$ cat src/rtl/led_sequencer.sv
// led_sequencer: strobe-driven LED pattern sequencer for an N_LEDS-wide bank.
// Modes ROTATE, BOUNCE, BAR, FREEZE; exports position, direction, wrap pulse.
//
// Ports:
//   i_clk        system clock, rising edge
//   i_rst        asynchronous active-high reset
//   i_step       advance strobe (held high advances every cycle)
//   i_dir_toggle direction flip strobe
//   i_mode       requested mode, latched by i_mode_load
//   i_mode_load  mode load strobe (also recentres position)
//   o_led        registered LED drive
//   o_pos        registered position
//   o_dir        registered direction (1 = toward MSB)
//   o_mode       registered active mode
//   o_wrap       one-cycle wrap / reversal pulse
module led_sequencer #(
  parameter int   N_LEDS    = 8,
  parameter int   RESET_POS = 0,
  parameter logic RESET_DIR = 1'b0,
  localparam int  PW        = $clog2(N_LEDS)
) (
  input  logic              i_clk,
  input  logic              i_rst,
  input  logic              i_step,
  input  logic              i_dir_toggle,
  input  logic [1:0]        i_mode,
  input  logic              i_mode_load,
  output logic [N_LEDS-1:0] o_led,
  output logic [PW-1:0]     o_pos,
  output logic              o_dir,
  output logic [1:0]        o_mode,
  output logic              o_wrap
);

  if (N_LEDS < 2 || N_LEDS > 64 ||
      RESET_POS < 0 || RESET_POS >= N_LEDS) begin : g_param_err
    $error("led_sequencer: parameter out of range");
  end

  typedef enum logic [1:0] {
    ROTATE = 2'd0,
    BOUNCE = 2'd1,
    BAR    = 2'd2,
    FREEZE = 2'd3
  } mode_e;

  localparam logic [PW-1:0] LAST = PW'(N_LEDS - 1);
  localparam logic [PW-1:0] RPOS = PW'(RESET_POS);
  localparam logic [PW-1:0] ONE  = PW'(1);
  localparam logic [N_LEDS-1:0] RLED =
    {{(N_LEDS-1){1'b0}}, 1'b1} << RESET_POS;

  mode_e             mode_q;
  mode_e             mode_n;
  logic [PW-1:0]     pos_n;
  logic              dir_n;
  logic              dir_eff;
  logic              wrap_n;
  logic [N_LEDS-1:0] led_n;

  assign o_mode = mode_q;

  always_ff @(posedge i_clk or posedge i_rst) begin
    if (i_rst) begin
      mode_q <= ROTATE;
      o_pos  <= RPOS;
      o_dir  <= RESET_DIR;
      o_led  <= RLED;
      o_wrap <= 1'b0;
    end else begin
      mode_q <= mode_n;
      o_pos  <= pos_n;
      o_dir  <= dir_n;
      o_led  <= led_n;
      o_wrap <= wrap_n;
    end
  end

  // A toggle coincident with a step steers that step.
  always_comb begin
    dir_eff = o_dir ^ i_dir_toggle;
    mode_n  = mode_q;
    pos_n   = o_pos;
    dir_n   = dir_eff;
    wrap_n  = 1'b0;
    if (i_mode_load) begin
      mode_n = mode_e'(i_mode);
      pos_n  = RPOS;
      dir_n  = o_dir;
    end else if (i_step) begin
      unique case (mode_q)
        BOUNCE: begin
          if (dir_eff && o_pos == LAST) begin
            dir_n  = 1'b0;
            pos_n  = LAST - ONE;
            wrap_n = 1'b1;
          end else if (!dir_eff && o_pos == '0) begin
            dir_n  = 1'b1;
            pos_n  = ONE;
            wrap_n = 1'b1;
          end else begin
            pos_n = dir_eff ? o_pos + ONE : o_pos - ONE;
          end
        end
        ROTATE, BAR: begin
          // Explicit wrap: N_LEDS need not be a power of two.
          if (dir_eff) begin
            wrap_n = (o_pos == LAST);
            pos_n  = wrap_n ? '0 : o_pos + ONE;
          end else begin
            wrap_n = (o_pos == '0);
            pos_n  = wrap_n ? LAST : o_pos - ONE;
          end
        end
        FREEZE: begin
        end
      endcase
    end
  end

  // Decode from next state so o_led always matches o_pos.
  always_comb begin
    led_n = '0;
    if (mode_n == BAR) begin
      for (int i = 0; i < N_LEDS; i++) begin
        led_n[i] = (i <= int'(pos_n));
      end
    end else begin
      led_n = {{(N_LEDS-1){1'b0}}, 1'b1} << pos_n;
    end
  end

endmodule
$ cat config.mk
export PLATFORM = sky130hd
export DESIGN_NAME = led_sequencer
export DESIGN_NICKNAME = d
export VERILOG_FILES = /design/src/rtl/led_sequencer.sv
export SDC_FILE = /design/constraint.sdc
export NUM_CORES = 1
export LEC_CHECK = 0
export ABC_AREA = 1
export BUFFER_PORTS_ARGS = -buffer_cell sky130_fd_sc_hd__buf_2
export CAP_MARGIN = 0
export CORE_MARGIN = 2
export CORE_UTILIZATION = 25
export DETAILED_ROUTE_END_ITERATION = 8
export PLACE_DENSITY = 0.52
export SLEW_MARGIN = 20
export SYNTH_ARGS = -nofsm -noshare
export SYNTH_HDL_FRONTEND = slang
export SYNTH_SLANG_ARGS = --single-unit
$ cat constraint.sdc
create_clock -name i_clk -period 3.5 [get_ports i_clk]
set_input_delay 0.35 -clock i_clk [delete_from_list [all_inputs] [get_ports i_clk]]
set_output_delay 0.35 -clock i_clk [all_outputs]
set_load 0.01 [all_outputs]
==> metrics.txt, run 1 <==
final setup fails 0; total power a little over 500 uW; Sw Ratio a little over a third; Die X roughly 65 um; Final min period between 1.5 and 2 ns; All-Layer GR Usage 10.7%; FMAX 589 MHz; Avg WL per Cell just under 10 um; Die ar. around 4200 sq um; RePlAce Congestion between 0.9 and 1; CTS tree done; Initial DRT Pass Iterations 4; antenna violations before repair 0; main combinational cell family by area after synthesis simple AND/OR/NAND/NOR gates; core box area ~3600 sq um; combinational power share between 30 and 40%; post-synthesis sequential area ratio between 40% and 50%; final net count between 150 and 200; Net Switching about 180 uW; synthesized area per cell just under 8 sq um; CTS Buf Count 3; Max FO, Critical Path 4; root buf cell clkbuf_8; Hold Crit Class input pin to async pin; layout cells sized above 1 around a third; part of the cycle the worst path needs 48.5%; Simple-Gate Fraction of Synth Area 35.6%; Final Max Slew Viols 0; ANT nets after route 0; Final HPWL DP ~1.5 mm; Reg area between 300 and 400 sq um; Bufs on Longest Clock Path 2; via count ~810; Worst VDD drop 0.129 mV; # DRC 0; max-cap viol count 0; TNS Setup 0 ns; Compound-Gate Fraction of Synth Area under 10%; clk sinks 15; synthesized flop and latch total 15; Final Hold Fails 0; chip height ~65 um; Reg power frac 40.4%; Setup crit end kind register; clock share of power a little over a quarter; Netlist cell types 22; I/O pin cnt 22; Synth Area in XOR/XNOR less than 1%; vias per cell about 4.2; Min Hold Slack around 0.14 ns; Setup Skew between 0.002 and 0.0025 ns; Adder-Cell Fraction of Synth Area under 10%; synthesis-to-layout area growth 22.1%; H-tree Lvls 1; Worst Tran Pin Value 0.555 ns; # rows 22; slew margin rel. approximately 63%; post-synthesis mux area share 0%; Post-Route Utilization between 30% and 40%; RSZ-0062 raised after global routing no; # port buffers 21; setup bufs post-CTS 0; first-pass GRT wire length about 3.4 mm; Post-Syn Area just over 900 sq um; Leak Pwr between 0.0006 and 0.0007 uW; Initial Util ~26%; Syn Inst Count 118; DRT iter0 DRCs 47; YS warnings 0; CTS Hold Bufs 0; clk_lat worst skew 0.25 ns; post-cts resize count 0; Req. time, crit path about 3.6 ns; WL final between 1.5 and 2 mm; filler cell count 391; Clock transition at path regs ~0.06 ns; syn_nets roughly 130; data arrival time of the worst path about 1.8 ns; largest net degree at the start of global routing 16; pwr dens around 460 nW/um^2; diode count 0; vias in the first global route approximately 800; critical path class register to register; Critical Path Start Type register; multi-input logic area approximately 460 sq um; Cell Int Power 335 uW; outcome completed; grt ovf 0
## synthesized netlist by cell type (all sizes together)
master  number  area, sq um
a21oi        5         32.5
buf          1         7.51
dfrtp       14          350
dfstp        1         26.3
ha           4         50.1
inv         20         80.1
nand2       39          199
nand3       10         55.1
nor2        14         55.1
nor4         1         6.26
o21a         2         15.0
o21ai        3         15.0
o31ai        1         7.51
or2          2         12.5
xnor2        1         8.76
## path summary, 6_finish.rpt
kind	start	to	slack (ns)	depth (start not counted)
worst max-delay path	o_pos[0]$_DFF_PP0_	o_led[1]$_DFF_PP0_	1.80	12
worst min-delay path	i_rst	o_led[1]$_DFF_PP0_	0.14	2
worst max register to register	o_pos[0]$_DFF_PP0_	o_led[1]$_DFF_PP0_	1.80	12
worst min register to register	o_mode[1]$_DFF_PP0_	o_mode[1]$_DFF_PP0_	0.59	1
max in group asynchronous	i_rst	o_led[0]$_DFF_PP1_	2.99	2
min in group i_clk	i_mode[0]	o_mode[0]$_DFF_PP0_	0.36	3
## layout make-up
cell class              count  area share (%)
clock inverters             1           0.445
clock buffers               3            3.67
repair buffers             21            9.34
multi-input cells          82            40.6
flip-flops and latches     15            33.5
inverters                  20            7.12
well taps                  48            5.34
## power by group through the flow
stage,logic [uW],clock network (uW),registers (uW)
CTS,170,144,208
global route,194,153,211
detailed placement,169,0,211
global placement,169,0,210
floorplan,112,0,221
finish,167,138,208
## flip-flops by register name, indices dropped and copies added, names as in the netlist
register	count
o_wrap	1
o_dir	1
o_mode	2
o_pos	3
o_led	8
## cell usage in the layout, fill, tap and decap left out, types with 2 or more instances in the layout
master	n
inv_1	13
nand2_2	9
nand2_4	4
a21oi_2	2
ha_1	4
buf_2	21
or2_1	2
inv_4	2
dfrtp_1	14
o21ai_0	3
inv_2	5
o21a_1	2
nand2_1	26
nand3_1	9
a21oi_1	3
clkbuf_8	3
nor2_1	13
## stage by stage
step	cell area (sq um)	setup slack, ns	cells
after CTS	1120	1.79	190
after detailed placement	1080	1.80	186
after global placement	1080	1.83	186
final	1120	1.80	190
after floorplan	921	1.91	118
after global routing	1120	1.58	190
## routing by layer
layer	track usage [%]	up-vias	wire [um]
met5	0	-	0
li1	-	413	-
met1	12.4	370	803
met2	18.4	17	914
met3	1.91	5	91
met4	6.38	0	54
## critical path, stage by stage, from the launching register on
cell     delay (ns)
dfrtp_1        0.38
inv_1          0.11
ha_1           0.34
inv_1          0.08
nand3_1        0.08
nand3_1        0.09
nand2_1        0.05
nand2_1        0.05
nand2_1        0.05
nand2_2        0.08
nand3_1        0.10
nor2_1         0.10
nor2_1         0.05
## logic make-up after synthesis
| kind of cell | Yosys count |
|---|---|
| buf+inv | 21 |
| fa+ha+maj | 4 |
| flops | 15 |
| simple gates | 66 |
| xor+xnor | 1 |
| compound gates | 11 |
No activity file was read; power rests on OpenSTA's default activity.
==> inputs of run 2 (changes only) <==
--- a/config.mk
+++ b/config.mk
@@ -11,7 +11,7 @@
 export CORE_MARGIN = 2
 export CORE_UTILIZATION = 25
 export DETAILED_ROUTE_END_ITERATION = 8
-export PLACE_DENSITY = 0.52
+export PLACE_DENSITY = 0.54
 export SLEW_MARGIN = 20
 export SYNTH_ARGS = -nofsm -noshare
 export SYNTH_HDL_FRONTEND = slang
==> constraint.sdc (replaced) <==
create_clock -name i_clk -period 1.45 [get_ports i_clk]
set_input_delay 0.145 -clock i_clk [delete_from_list [all_inputs] [get_ports i_clk]]
set_output_delay 0.145 -clock i_clk [all_outputs]
set_load 0.01 [all_outputs]
==> metrics.txt, run 2 (same netlist as run 1, synthesis figures left out) <==
I/O pin cnt 22 (unchanged); global-route met2 utilization 18.9% (+0.52 points); All-Layer GR Usage 10.6% (-0.099 points); chip height 64.7 um (unchanged); Setup Skew 0.00332 ns (+0.000851 ns); core box area 3610 sq um (unchanged); # port buffers 21 (unchanged); crit-path max cell delay 0.45 ns (+0.07 ns); Setup crit end kind register; Die ar. 4180 sq um (unchanged); Worst Slack Setup Final -0.173 ns (-1.97 ns); Hold Crit Class input pin to register; CTS tree done; multi-input logic area 563 sq um (+23%); part of the cycle the worst path needs 112% (+63 points); DRT iter0 DRCs 15 (-68%); Worst VDD drop 0.586 mV (+350%); synthesis-to-layout area growth 48.8%; Net Switching 509 uW (+190%); max-cap viol count 0 (unchanged); pwr dens 1050 nW/um^2 (+130%); Final Hold Fails 0 (unchanged); FMAX 616 MHz (+4.7%); H-tree Lvls 1 (unchanged); Clock transition at path regs 0.06 ns (about the same); Final min period 1.62 ns (-0.0759 ns); Placed Instances 200 (+7.5%); Bufs on Longest Clock Path 2 (unchanged); Reg power frac 35.5% (-4.9 points); root buf cell clkbuf_8; layout cells sized above 1 54.1% (+19 points); final net count 171 (+11%); critical path class register to register; # DRC 0 (unchanged); CTS Buf Count 3 (unchanged); clk sinks 15 (unchanged); combinational power share 40.2% (+7.6 points); filler cell count 390 (-0.26%); Worst Tran Pin Value 0.582 ns (+0.0266 ns); clock share of power 24.2% (-2.8 points); Critical Path Start Type register; hold path cells 3; Leak Pwr 0.000745 uW (+18%); max reg flops 8 (unchanged); RePlAce Congestion 0.843 (-6.7%); vias in the first global route 823 (+2.5%); first-pass GRT wire length 3.38 mm (-1.6%); leading cell type in the layout, fill and taps excluded nand2_1; Max FO, Critical Path 5 (+1); Req. time, crit path 1.60 ns (-2.04 ns); clk_lat worst skew 0.25 ns (about the same); diode count 0 (unchanged); reg2reg path depth 11 (-1); largest net degree at the start of global routing 16 (unchanged); met3 Usage GRT 1.22% (-0.69 points); met1 Track Usage GR 11.8% (-0.61 points); TNS Setup -1.24 ns (-1.24 ns); Final HPWL DP 1.59 mm (+3.4%); slew margin rel. 61.2% (-1.8 points); Top reg by flops o_led; CP Depth 11 (-1); most used routing layer met2; Reg area 379 sq um (+0.66%); # rows 22 (unchanged); R2R Setup Slk -0.17 ns (-1.97 ns); Initial DRT Pass Iterations 4 (unchanged); Sw Ratio 35.4% (+0.63 points); final setup fails 9 (+9); RSZ-0062 raised after global routing yes; failing checks negative setup slack; most frequent cells in the layout nand2_1 (24), buf_2 (21), buf_4 (16); worst-path cell chain inv_4 > ha_4 > inv_2 > o21ai_1 > nand3_1 > nand2_1 > nand2_2 > nand2_4 > nand2_4 > nand2_2 > nor2_1; Final Max Slew Viols 0 (unchanged); vias per cell 4.17 (-1.5%); Slowest-stage cell, CP dfrtp_2; ANT nets after route 0 (unchanged); Non-Filler Instances 207 (+8.9%); CP top delay family simple AND/OR/NAND/NOR gates; outcome finished with violations; Initial Util 25.5% (unchanged); WL final 2.10 mm (+13%); WP buf/inv 2 (unchanged); data arrival time of the worst path 1.77 ns (-0.07 ns); grt ovf 0 (unchanged); Avg WL per Cell 10.1 um (+3.4%); antenna violations before repair 0 (unchanged); via count 864 (+7.3%); Die X 64.7 um (unchanged); Cell Int Power 929 uW (+180%)
run 2: cell types whose count changed in the layout (fill, tap and decap cells not counted), sizes merged:
cell / change
buf: +16
clkbuf: +1
clkinv: -1
dlygate4sd3: +1
run 2: power by group through the flow:
stage | logic [uW] | registers [uW] | clock network, uW
after global placement | 519 | 512 | 0
final | 579 | 511 | 348
after CTS | 537 | 512 | 356
after detailed placement | 515 | 512 | 0
after floorplan | 304 | 536 | 0
after global routing | 638 | 516 | 374
run 2: tightest hold or removal path, cell delays in order:
cell and delay (ns):
buf_2 0.08, nand2_1 0.04, o21ai_0 0.09
run 2: path summary, 6_finish.rpt:
| path | from | endpoint |
|---|---|---|
| min reg2reg | o_mode[1]$_DFF_PP0_ | o_mode[1]$_DFF_PP0_ |
| min | i_mode[0] | o_mode[0]$_DFF_PP0_ |
| max reg2reg | o_pos[1]$_DFF_PP0_ | o_led[1]$_DFF_PP0_ |
| max | o_pos[1]$_DFF_PP0_ | o_led[1]$_DFF_PP0_ |
| min in group asynchronous | i_rst | o_mode[1]$_DFF_PP0_ |
| max in group asynchronous | i_rst | o_pos[0]$_DFF_PP0_ |
run 2: timing repair:
item / in CTS / in global routing
hold buffers: 1 / 0
gates resized for setup: 6 / 14
pin swaps: 3 / 9
buffers inserted: 2 / 1
endpoints found under the setup margin: 9 / 12
hold endpoints to repair: 14 / 0
run 2: layout make-up:
cell class	instances	area share, %
multi-input combinational	82	41.1
sequential	15	27.7
timing repair buffer	38	17.2
inverter	20	6.39
tap	48	4.38
clock buffer	4	3.29
run 2: metrics by stage:
step	power [uW]	utilization (%)	instance area [sq um]	hold WS (ns)	setup slack, ns
finish	1440	38.0	1370	0.152	-0.173
detailed placement	1030	34.0	1230	0.246	-0.148
global route	1530	38.0	1370	0.174	-0.258
global placement	1030	34.0	1230	0.221	-0.169
CTS	1410	36.5	1320	0.154	-0.161
floorplan	840	-	965	0.0457	-0.0713
run 2: layer usage:
metal / wire length, um / up-vias / share of wire, %
li1: - / 448 / -
met1: 868 / 396 / 41
met2: 1110 / 15 / 53
met3: 61 / 5 / 2.9
met4: 59 / 0 / 2.8
met5: 0 / - / 0
==> inputs of run 3 (changes only) <==
--- a/config.mk
+++ b/config.mk
@@ -11,6 +11,7 @@
 export CORE_MARGIN = 2
 export CORE_UTILIZATION = 25
 export DETAILED_ROUTE_END_ITERATION = 8
+export GPL_TIMING_DRIVEN = 0
 export PLACE_DENSITY = 0.54
 export SLEW_MARGIN = 20
 export SYNTH_ARGS = -nofsm -noshare
==> metrics.txt, run 3 (same netlist as run 1, synthesis figures left out) <==
outcome finished with violations; failing checks negative setup slack; Die X 64.7 um (unchanged); Sw Ratio 35.8% (+0.40 points); pwr dens 1070 nW/um^2 (+1.9%); ANT nets after route 0 (unchanged); slew margin rel. 62.5% (+1.3 points); largest net degree at the start of global routing 16 (unchanged); filler cell count 398 (+2.1%); Reg power frac 37.5% (+2.0 points); Die ar. 4180 sq um (unchanged); H-tree Lvls 1 (unchanged); # port buffers 20 (-4.8%); CTS Buf Count 3 (unchanged); data arrival time of the worst path 1.76 ns (about the same); root buf cell clkbuf_8; RePlAce Congestion 0.834 (-0.97%); I/O pin cnt 22 (unchanged); Setup Skew 0.00110 ns (-0.00222 ns); part of the cycle the worst path needs 111% (-1.1 points); first-pass GRT wire length 3.43 mm (+1.4%); final net count 161 (-5.8%); total power 1370 uW (-5.0%); Bufs on Longest Clock Path 2 (unchanged); layout cells sized above 1 49.7% (-4.4 points); chip height 64.7 um (unchanged); grt ovf 0 (unchanged); clk_lat worst skew 0.25 ns (about the same); WL final 2.05 mm (-2.3%); Final HPWL DP 1.58 mm (-0.95%); final setup fails 9 (unchanged); Worst Tran Pin Value 0.562 ns (-0.0202 ns); # rows 22 (unchanged); Req. time, crit path 1.60 ns (about the same); max reg flops 8 (unchanged); via count 845 (-2.2%); diode count 0 (unchanged); max-cap viol count 0 (unchanged); combinational power share 37.5% (-2.7 points); R2R Setup Slk -0.16 ns (+0.02 ns); Post-Route Utilization 35.4% (-2.6 points); FMAX 622 MHz (+0.95%); Clock transition at path regs 0.06 ns (about the same); DRT iter0 DRCs 35 (+20); Final Hold Fails 0 (unchanged); Final Max Slew Viols 0 (unchanged); # DRC 0 (unchanged); Net Switching 489 uW (-3.9%); most frequent cells in the layout nand2_1 (24), buf_2 (20), dfrtp_1 (12); Avg WL per Cell 10.4 um (+2.7%); leading cell type in the layout, fill and taps excluded nand2_1; critical path class register to register; Initial Util 25.5% (unchanged); vias in the first global route 802 (-2.6%); All-Layer GR Usage 11.1% (+0.45 points); Max FO, Critical Path 5 (unchanged); Initial DRT Pass Iterations 4 (unchanged); Worst Slack Setup Final -0.158 ns (+0.0153 ns); Critical Path Start Type register; Cell Int Power 877 uW (-5.6%); Final min period 1.61 ns (-0.0153 ns); vias per cell 4.29 (+2.8%); Setup crit end kind register; core box area 3610 sq um (unchanged); Leak Pwr 0.000689 uW (-7.6%); antenna violations before repair 0 (unchanged); CTS tree done; RSZ-0062 raised after global routing yes; Top reg by flops o_led; clock share of power 25.0% (+0.8 points); Hold Crit Class input pin to register; clk sinks 15 (unchanged); Worst VDD drop 0.313 mV (-47%); synthesis-to-layout area growth 38.7%
run 3: cell count changes in the layout (fill, tap and decap cells not counted), moves of 2 or more:
cell     delta
nand2_2     +2
nand2_4     -2
inv_1       +2
inv_4       -2
buf_4       -9
run 3: what timing repair did:
action	in CTS	in global routing
pin swaps	4	1
endpoints found under the hold margin	14	0
endpoints found under the setup margin	10	10
resized for setup	8	7
buffers inserted	4	2
hold buffers	1	0
run 3: power by group through the flow:
stage | Sequential [uW] | Combinational [uW] | Clock [uW]
final | 513 | 512 | 342
after global routing | 520 | 569 | 374
after CTS | 513 | 484 | 352
after detailed placement | 514 | 446 | 0
after global placement | 513 | 443 | 0
after floorplan | 536 | 304 | 0
run 3: worst max-delay path, cell delays in order (launching register included):
cell and delay [ns]:
dfrtp_2 0.46, ha_4 0.17, or2_1 0.21, nand3_1 0.07, nand2_1 0.05, nand2_1 0.06
nand2_1 0.05, nand2_1 0.08, nand2_2 0.08, nand2_4 0.09, inv_6 0.05, nor2_4 0.10
nor2_2 0.04
run 3: layout make-up:
| type | count | area [sq um] | share of cell area [%] |
|---|---|---|---|
| Buffer | 1 | 7.51 | 0.588 |
| Clock buffer | 3 | 41.3 | 3.23 |
| Clock inverter | 1 | 5.00 | 0.392 |
| Inverter | 20 | 87.6 | 6.86 |
| Multi-Input combinational cell | 82 | 542 | 42.4 |
| Sequential cell | 15 | 379 | 29.7 |
| Tap cell | 48 | 60.1 | 4.70 |
| Timing Repair Buffer | 27 | 155 | 12.1 |
run 3: layer usage:
metal  share of wire [%]  track usage, %  vias up  routed length, um
li1                    -               -      429                  -
met1                  41            12.4      396                847
met2                  52            18.9       15               1070
met3                 3.4            1.91        5                 69
met4                 3.4            7.98        0                 69
met5                   0               0        -                  0
run 3: path summary, 6_finish.rpt:
path | from | end | cells after the start
max | o_pos[1]$_DFF_PP0_ | o_led[1]$_DFF_PP0_ | 12
min | i_mode_load | o_wrap$_DFF_PP0_ | 2
max reg2reg | o_pos[1]$_DFF_PP0_ | o_led[1]$_DFF_PP0_ | 12
min reg2reg | o_mode[1]$_DFF_PP0_ | o_mode[1]$_DFF_PP0_ | 1
max in group asynchronous | i_rst | o_pos[0]$_DFF_PP0_ | 3
min in group asynchronous | i_rst | o_mode[0]$_DFF_PP0_ | 3
run 3: metrics by stage:
step           setup TNS [ns]  hold WS [ns]  setup slack, ns  instances  instance area [sq um]
5_1_grt                 -2.16         0.151           -0.265        197                   1280
3_5_place_dp            -1.30         0.236           -0.192        186                   1120
4_1_cts                 -1.14         0.136           -0.159        195                   1240
3_3_place_gp            -1.14         0.219           -0.158        186                   1120
6_report                -1.10         0.139           -0.158        197                   1280
2_1_floorplan          -0.398        0.0457          -0.0713        118                    965
